File: src/rtl/riscv_imm_pkg.sv
// rtl/riscv_imm_pkg.sv - immsrc/opcode constants and the RV32 immediate field packer
//
// Shared by imm_encoder and imm_range_check.
//   IMM_I/S/B/J/U : 3-bit immediate-format selectors (101-111 are illegal)
//   OP_*          : base opcodes for the formats the generator emits most
//   encode_instr  : places imm and register/function fields into a 32-bit word;
//                   illegal formats encode to all zeros
package riscv_imm_pkg;

    localparam logic [2:0] IMM_I = 3'b000;
    localparam logic [2:0] IMM_S = 3'b001;
    localparam logic [2:0] IMM_B = 3'b010;
    localparam logic [2:0] IMM_J = 3'b011;
    localparam logic [2:0] IMM_U = 3'b100;

    localparam logic [6:0] OP_IMM    = 7'b0010011;
    localparam logic [6:0] OP_STORE  = 7'b0100011;
    localparam logic [6:0] OP_BRANCH = 7'b1100011;
    localparam logic [6:0] OP_JAL    = 7'b1101111;
    localparam logic [6:0] OP_LUI    = 7'b0110111;

    // Out-of-range immediates are simply truncated here; flagging them is the
    // range checker's job.
    function automatic logic [31:0] encode_instr(
        input logic [2:0]  immsrc,
        input logic [31:0] imm,
        input logic [6:0]  opcode,
        input logic [4:0]  rd,
        input logic [4:0]  rs1,
        input logic [4:0]  rs2,
        input logic [2:0]  funct3
    );
        logic [31:0] w;
        case (immsrc)
            IMM_I:   w = {imm[11:0], rs1, funct3, rd, opcode};
            IMM_S:   w = {imm[11:5], rs2, rs1, funct3, imm[4:0], opcode};
            IMM_B:   w = {imm[12], imm[10:5], rs2, rs1, funct3, imm[4:1], imm[11], opcode};
            IMM_J:   w = {imm[20], imm[10:1], imm[11], imm[19:12], rd, opcode};
            IMM_U:   w = {imm[31:12], rd, opcode};
            default: w = 32'h0;
        endcase
        return w;
    endfunction

endpackage

File: src/rtl/imm_range_check.sv
// rtl/imm_range_check.sv - combinational range/legality check of an immediate for its format
//
// Ports:
//   immsrc in  3   immediate format selector
//   imm    in  32  immediate as a signed byte value
//   err    out 1   immediate not representable in the format, or immsrc illegal
module imm_range_check
    import riscv_imm_pkg::*;
(
    input  logic [2:0]  immsrc,
    input  logic [31:0] imm,
    output logic        err
);

    // A field of N significant bits is representable when every bit above it
    // matches the sign bit, i.e. the upper slice is all-ones or all-zeros.
    logic upper_is_sext_11;
    logic upper_is_sext_12;
    logic upper_is_sext_20;

    assign upper_is_sext_11 = (&imm[31:11]) | ~(|imm[31:11]);
    assign upper_is_sext_12 = (&imm[31:12]) | ~(|imm[31:12]);
    assign upper_is_sext_20 = (&imm[31:20]) | ~(|imm[31:20]);

    always_comb begin
        err = 1'b1;
        case (immsrc)
            IMM_I, IMM_S: err = !upper_is_sext_11;
            // Branch/jump offsets are halfword aligned; bit 0 is never encoded.
            IMM_B:        err = !upper_is_sext_12 || imm[0];
            IMM_J:        err = !upper_is_sext_20 || imm[0];
            IMM_U:        err = |imm[11:0];
            default:      err = 1'b1;
        endcase
    end

endmodule

File: src/rtl/imm_encoder.sv
// rtl/imm_encoder.sv - two-stage valid/ready RISC-V instruction encoder
//
// Optional feature macro: IMM_RANGE_CHECK_EN (range checking, out_err, err_count).
// Without it out_err and err_count are constant 0 and immediates are truncated.
//
// Ports:
//   clk, reset            clock; synchronous active-high reset
//   in_valid / in_ready   request handshake
//   in_immsrc             format: 000 I, 001 S, 010 B, 011 J, 100 U
//   in_imm                32-bit signed immediate
//   in_opcode, in_rd, in_rs1, in_rs2, in_funct3  instruction fields
//   out_valid / out_ready encoded-word handshake
//   out_instr             encoded instruction (0 for illegal immsrc)
//   out_err               immediate out of range or immsrc illegal
//   err_count             saturating count of errored words delivered
module imm_encoder
    import riscv_imm_pkg::*;
(
    input  logic        clk,
    input  logic        reset,
    input  logic        in_valid,
    output logic        in_ready,
    input  logic [2:0]  in_immsrc,
    input  logic [31:0] in_imm,
    input  logic [6:0]  in_opcode,
    input  logic [4:0]  in_rd,
    input  logic [4:0]  in_rs1,
    input  logic [4:0]  in_rs2,
    input  logic [2:0]  in_funct3,
    output logic        out_valid,
    input  logic        out_ready,
    output logic [31:0] out_instr,
    output logic        out_err,
    output logic [7:0]  err_count
);

    logic        s1_valid;
    logic [2:0]  s1_immsrc;
    logic [31:0] s1_imm;
    logic [6:0]  s1_opcode;
    logic [4:0]  s1_rd;
    logic [4:0]  s1_rs1;
    logic [4:0]  s1_rs2;
    logic [2:0]  s1_funct3;

    logic s2_load;
    logic s1_load;

    // Both stages advance together when the consumer drains the output, so a
    // full pipe still moves one word per cycle without a bubble.
    assign s2_load  = !out_valid || out_ready;
    assign s1_load  = !s1_valid || s2_load;
    assign in_ready = s1_load;

    always_ff @(posedge clk) begin
        if (reset) begin
            s1_valid  <= 1'b0;
            s1_immsrc <= 3'b0;
            s1_imm    <= 32'h0;
            s1_opcode <= 7'b0;
            s1_rd     <= 5'b0;
            s1_rs1    <= 5'b0;
            s1_rs2    <= 5'b0;
            s1_funct3 <= 3'b0;
        end else if (s1_load) begin
            s1_valid  <= in_valid;
            s1_immsrc <= in_immsrc;
            s1_imm    <= in_imm;
            s1_opcode <= in_opcode;
            s1_rd     <= in_rd;
            s1_rs1    <= in_rs1;
            s1_rs2    <= in_rs2;
            s1_funct3 <= in_funct3;
        end
    end

    // The word register only changes when a new word arrives, which keeps it
    // stable under backpressure.
    always_ff @(posedge clk) begin
        if (reset) begin
            out_valid <= 1'b0;
            out_instr <= 32'h0;
        end else if (s2_load) begin
            out_valid <= s1_valid;
            if (s1_valid) begin
                out_instr <= encode_instr(s1_immsrc, s1_imm, s1_opcode,
                                          s1_rd, s1_rs1, s1_rs2, s1_funct3);
            end
        end
    end

`ifdef IMM_RANGE_CHECK_EN
    logic range_err;
    logic s1_err;

    imm_range_check u_range_check (
        .immsrc (in_immsrc),
        .imm    (in_imm),
        .err    (range_err)
    );

    always_ff @(posedge clk) begin
        if (reset) begin
            s1_err <= 1'b0;
        end else if (s1_load) begin
            s1_err <= range_err;
        end
    end

    always_ff @(posedge clk) begin
        if (reset) begin
            out_err <= 1'b0;
        end else if (s2_load && s1_valid) begin
            out_err <= s1_err;
        end
    end

    always_ff @(posedge clk) begin
        if (reset) begin
            err_count <= 8'd0;
        end else if (out_valid && out_ready && out_err && (err_count != 8'hFF)) begin
            err_count <= err_count + 8'd1;
        end
    end
`else
    assign out_err   = 1'b0;
    assign err_count = 8'd0;
`endif

endmodule

File: config.mk
export PLATFORM = sky130hd
export DESIGN_NAME = imm_encoder
export DESIGN_NICKNAME = d
export VERILOG_FILES = /design/src/rtl/riscv_imm_pkg.sv /design/src/rtl/imm_range_check.sv /design/src/rtl/imm_encoder.sv
export SDC_FILE = /design/constraint.sdc
export NUM_CORES = 1
export LEC_CHECK = 0
export CAP_MARGIN = 20
export CORE_MARGIN = 1
export CORE_UTILIZATION = 23
export DETAILED_ROUTE_END_ITERATION = 6
export SLEW_MARGIN = 20
export SYNTH_ARGS = -nofsm -noshare
export SYNTH_HDL_FRONTEND = slang
export SYNTH_SLANG_ARGS = --single-unit
export TNS_END_PERCENT = 30
File: constraint.sdc
create_clock -name clk -period 2.2 [get_ports clk]
set_clock_uncertainty 0.1 [all_clocks]
set_input_delay 0.44 -clock clk [delete_from_list [all_inputs] [get_ports clk]]
set_output_delay 0.44 -clock clk [all_outputs]
set_load 0.01 [all_outputs]
# --- Word-level counts from Yosys, hierarchy flattened ---
# Cells that the tools add are included.
# Widths: inputs -> output; s select.
op_classes:
  muxes: 1
  n_eq_ne: 4
  reduce_logical: 6
  add_sub_neg: 0
  shifts: 0
  mul: 0
  div: 0
  order_cmp: 0
  bitwise_logic: 0
ops:
  columns: ["operator", "n"]
  rows:
  - ["$pmux 32 s5", 1]
  - ["$eq 3x2->1 const B", 2]
  - ["$eq 3x1->1 const B", 1]
  - ["$eq 3x3->1 const B", 1]
  - ["$logic_not 3->1", 1]
  - ["$logic_not 1->1", 2]
  - ["$logic_or 1x1->1", 2]
  - ["$reduce_and 2->1", 1]
word_totals:
  reg_bits: 94
  inputBits: 64
  mem_bits_rw: 0
  output_inout_bits: 43
  mem_count: 0
  latch_bits: 0
  mem_bits_ro: 0
  elab_cells: 21

# --- Logic depth before layout (Yosys ltp) ---
logic_depth:
  depth_word: 3
  ltp_mapped: 6
  mapped_depth_nobuf: 5

# --- Worst setup path after synthesis ---
# No wires, ideal clock.
synth_timing:
  path_type: "input to output"
  from: "in out_ready"
  to: "out in_ready"
  arrival_time_ns: 1.218
  cell_stages: 4
  slack_ns: 0.442
  required_time_ns: 1.660
  n_path_buf: 1
  path_cell_list: "nand2b_1 -> nor2_1 -> inv_2 -> clkbuf_1"
synth_via:
  elab_chain_len: 2
synth_lines:
  columns: ["item", "line_no", "text"]
  rows:
  - ["from (decl)", "imm_encoder.sv:31", "input logic out_ready,"]
  - ["$logic_or 1x1->1", "imm_encoder.sv:51", "assign s2_load = !out_valid || out_ready;"]
  - ["$logic_or 1x1->1", "imm_encoder.sv:52", "assign s1_load = !s1_valid || s2_load;"]
  - ["to (decl)", "imm_encoder.sv:22", "output logic in_ready,"]
# Every way passes these cells.

# --- Final worst setup path ---
# Ends and elaborated chain as after synthesis.

==> results.cfg <==
[power]
clockPowerShare = 0.425
seqPwrFrac = 0.454
ir_drop_v = 0.000377
switching_share = 0.229
internal_power_uw = 3150
combPwrFrac = 0.121
p_total_uw = 4090
p_switching_uw = 936
p_leak_uw = 0.00206
p_per_area_mw_per_mm2 = 764

[floorplanning]
die_w_um = 131
ios = 107
initial_utilization = 0.238
die_y_um = 131
core-area_sq_mm = 0.0161
die_area_sq_mm = 0.0171
num_rows = 46

[global_routing]
grt_first_pass_wirelength_um = 18100
grt_antenna_before_repair = 0
grt_overflow_total = 0
grt_pass1_vias = 3374
grt_max_degree = 64
grt_use_total = 0.141

[placement]
dp_hpwl_um = 8050
dp.cells = 758
gp_congestion = 0.797
place_area_sq_mm = 0.00501
port_buffers = 97

[routing]
first_pass_iters = 4
wl_um = 11700
first_iter_violations = 223
num_vias = 3472
drt-wirelength-per-cell_um = 15.2
drc_errors = 0
ant_nets = 0
viasPerCell = 4.50

[critical_path]
r2r_end = out_instr[23]$_SDFFE_PP0P_
reg2reg_from = s1_immsrc[0]$_SDFFE_PP0P_
cp_data_arrival_time_ns = 1.43
path_buf_inv = 3
cp.required_ns = 1.66
r2r_slack_ns = 0.29
crit_family = buffers and inverters
crit_start = out_ready
crit_chain = clkdlybuf4s50_1 -> nand2b_4 -> nor2_4 -> inv_2 -> dlygate4sd2_1
slowest_stage = clkdlybuf4s50_1
worstRegToRegCells = 5
critical_path.endpoint_type = primary output
slowest_delay_ns = 0.42
path_class = in2out
start_kind = input pin
crit_path_max_fanout = 2

[cts]
htree_levels = 3
cts_made_buffers = 9
cts_num_sinks = 94
worstSkewPairLatency_ns = 0.34
clk_pin_slew_worst_paths_ns = 0.06
cts-root-buf = clkbuf_16
cts_tree = yes
clockBufferDepth = 2
post_cts_buffers = 0

[layout]
drive_gt1_frac = 0.0809
antennaDiodeCount = 0
fin_nets = 617
design_area_sq_mm = 0.00535
fin_util = 0.333
syn_to_final_growth_pct = 39.8
final_cells = 772
nFillCells = 1665

[synth]
synth.cell_area_sq_mm = 0.00382
yosys_warnings = 0
synth_top_cell_by_area = dfxtp_1
netlist-cell-type-count = 38
synth_top_cell_area_share = 0.492
syn_inst = 466
ys_seq_elements = 94
yosys-top-cells-area = dfxtp_1 49%, nand2_1 13%, a21oi_1 9.6%, clkbuf_1 2.7%, mux2_2 2.1%
yosysSeqAreaShare = 0.492
syn_area_per_cell_sq_um = 8.21

[timing]
hold_viol = 0
fin_crit_sh = 0.896
tightest_slew_ns = 0.957
tns_ns = 0
fin_crit_ns = 1.97
relSlewSlack = 0.359
rsz0062_at_grt = false
setup_viol = 0
maxSlewViolCount = 0
fmax_mhz = 507

[worst_hold_path]
min_to = s1_opcode[4]$_SDFFE_PP0P_
hp-start = s1_opcode[4]$_SDFFE_PP0P_
hold_path_class = reg2reg
hold_path_depth = 2

[status]
outcome = finished, final reports clean

[flow_run]
drv_cap = 0
==> per-stage QoR <==
step                      worst slack [ns]  hold slack [ns]
after floorplan                      0.442            0.328
after global placement             -0.0962            0.338
after detailed placement            -0.152            0.345
after CTS                            0.208            0.352
after global routing                 0.122            0.367
final                                0.229            0.352
==> sequential cells by signal, indices dropped and copies added, names as in the netlist <==
signal     cells
s1_valid       1
s1_rs2         5
s1_funct3      3
s1_rs1         5
s1_rd          5
s1_imm        32
s1_opcode      7
out_valid      1
s1_immsrc      3
out_instr     32
==> power by group through the flow <==
stage	clock, uW	combinational, uW	sequential, uW
3_3_place_gp	0	489	1890
4_1_cts	1800	500	1850
3_5_place_dp	0	495	1890
2_1_floorplan	0	249	1890
5_1_grt	1860	544	1860
6_report	1740	493	1850
==> routing by layer <==
metal,up-vias,routed length (um),global-route usage
met4,0,33,0.0331
met1,1624,5330,0.183
met3,2,700,0.0485
met5,-,0,0
met2,91,5690,0.226
li1,1755,-,-
==> synth_stat cells (all sizes together) <==
cell,n
a211oi,3
a21o,1
a21oi,73
a221oi,6
a222oi,6
a22oi,10
a32o,6
a32oi,1
and2,2
and3,1
buf,17
clkbuf,28
conb,1
dfxtp,94
inv,10
mux2,7
mux2i,3
nand2,128
nand2b,2
nand3,6
nor2,21
nor2b,1
nor3,13
nor3b,1
o211a,3
o211ai,4
o21ai,8
o2bb2ai,1
o311ai,6
o31ai,1
or2,1
xor2,1
==> how the worst max path moves through the flow <==
| stage | to | slack [ns] | depth (start not counted) |
|---|---|---|---|
| floorplan | in_ready | 0.44 | 4 |
| global placement | out_instr[9]$_SDFFE_PP0P_ | -0.1 | 5 |
| detailed placement | out_instr[10]$_SDFFE_PP0P_ | -0.15 | 5 |
| CTS | out_instr[8]$_SDFFE_PP0P_ | 0.21 | 5 |
| global route | out_instr[8]$_SDFFE_PP0P_ | 0.12 | 5 |
| finish | in_ready | 0.23 | 5 |
==> layout by cell type, fill, tap and decap left out, drive strengths merged, types with 2 or more instances in the layout <==
cell           instances
a22oi                 10
a32o                   6
buf                   17
nand3                  6
nand2                128
nor2                  21
a21oi                 73
o311ai                 6
clkbuf                10
a222oi                 6
a211oi                 3
a221oi                 6
clkdlybuf4s50         95
inv                   10
mux2                   7
nand2b                 2
o211ai                 4
bufinv                 3
o21ai                  8
dfxtp                 94
nor3                  13
mux2i                  3
and2                   2
conb                   9
o211a                  3
==> what timing repair did <==
item,4_1_cts,5_1_grt
hold buffers,0,0
resized for setup,3,0
endpoints found under the setup margin,4,0
hold endpoints to repair,0,0
==> worst register-to-register path, delay by kind of cell (launching register included) <==
kind	cells	cell delay, ns
and+or+nand+nor	1	0.08
DFF	1	0.54
xor gates and xnor gates	1	0.16
AOI/OAI and AO/OA	1	0.34
buffers and inverters	1	0.19
muxes	1	0.37
==> layout make-up <==
cell class | instances | area [sq um] | area share
Multi-Input combinational cell | 325 | 1720 | 0.322
Inverter | 10 | 37.5 | 0.00702
Tap cell | 216 | 270 | 0.0505
Clock inverter | 4 | 97.6 | 0.0182
Clock buffer | 10 | 229 | 0.0428
Sequential cell | 94 | 1880 | 0.352
Timing Repair Buffer | 113 | 1110 | 0.207
==> cells by family after synthesis <==
family          count (synthesis)  synth area share
compound gates                129             0.218
xor+xnor                        1           0.00425
buf+inv                        55            0.0700
flops                          94             0.492
mux                            10            0.0285
other cells                     1          0.000980
simple gates                  176             0.186
Power figures use the tool's default switching activity.
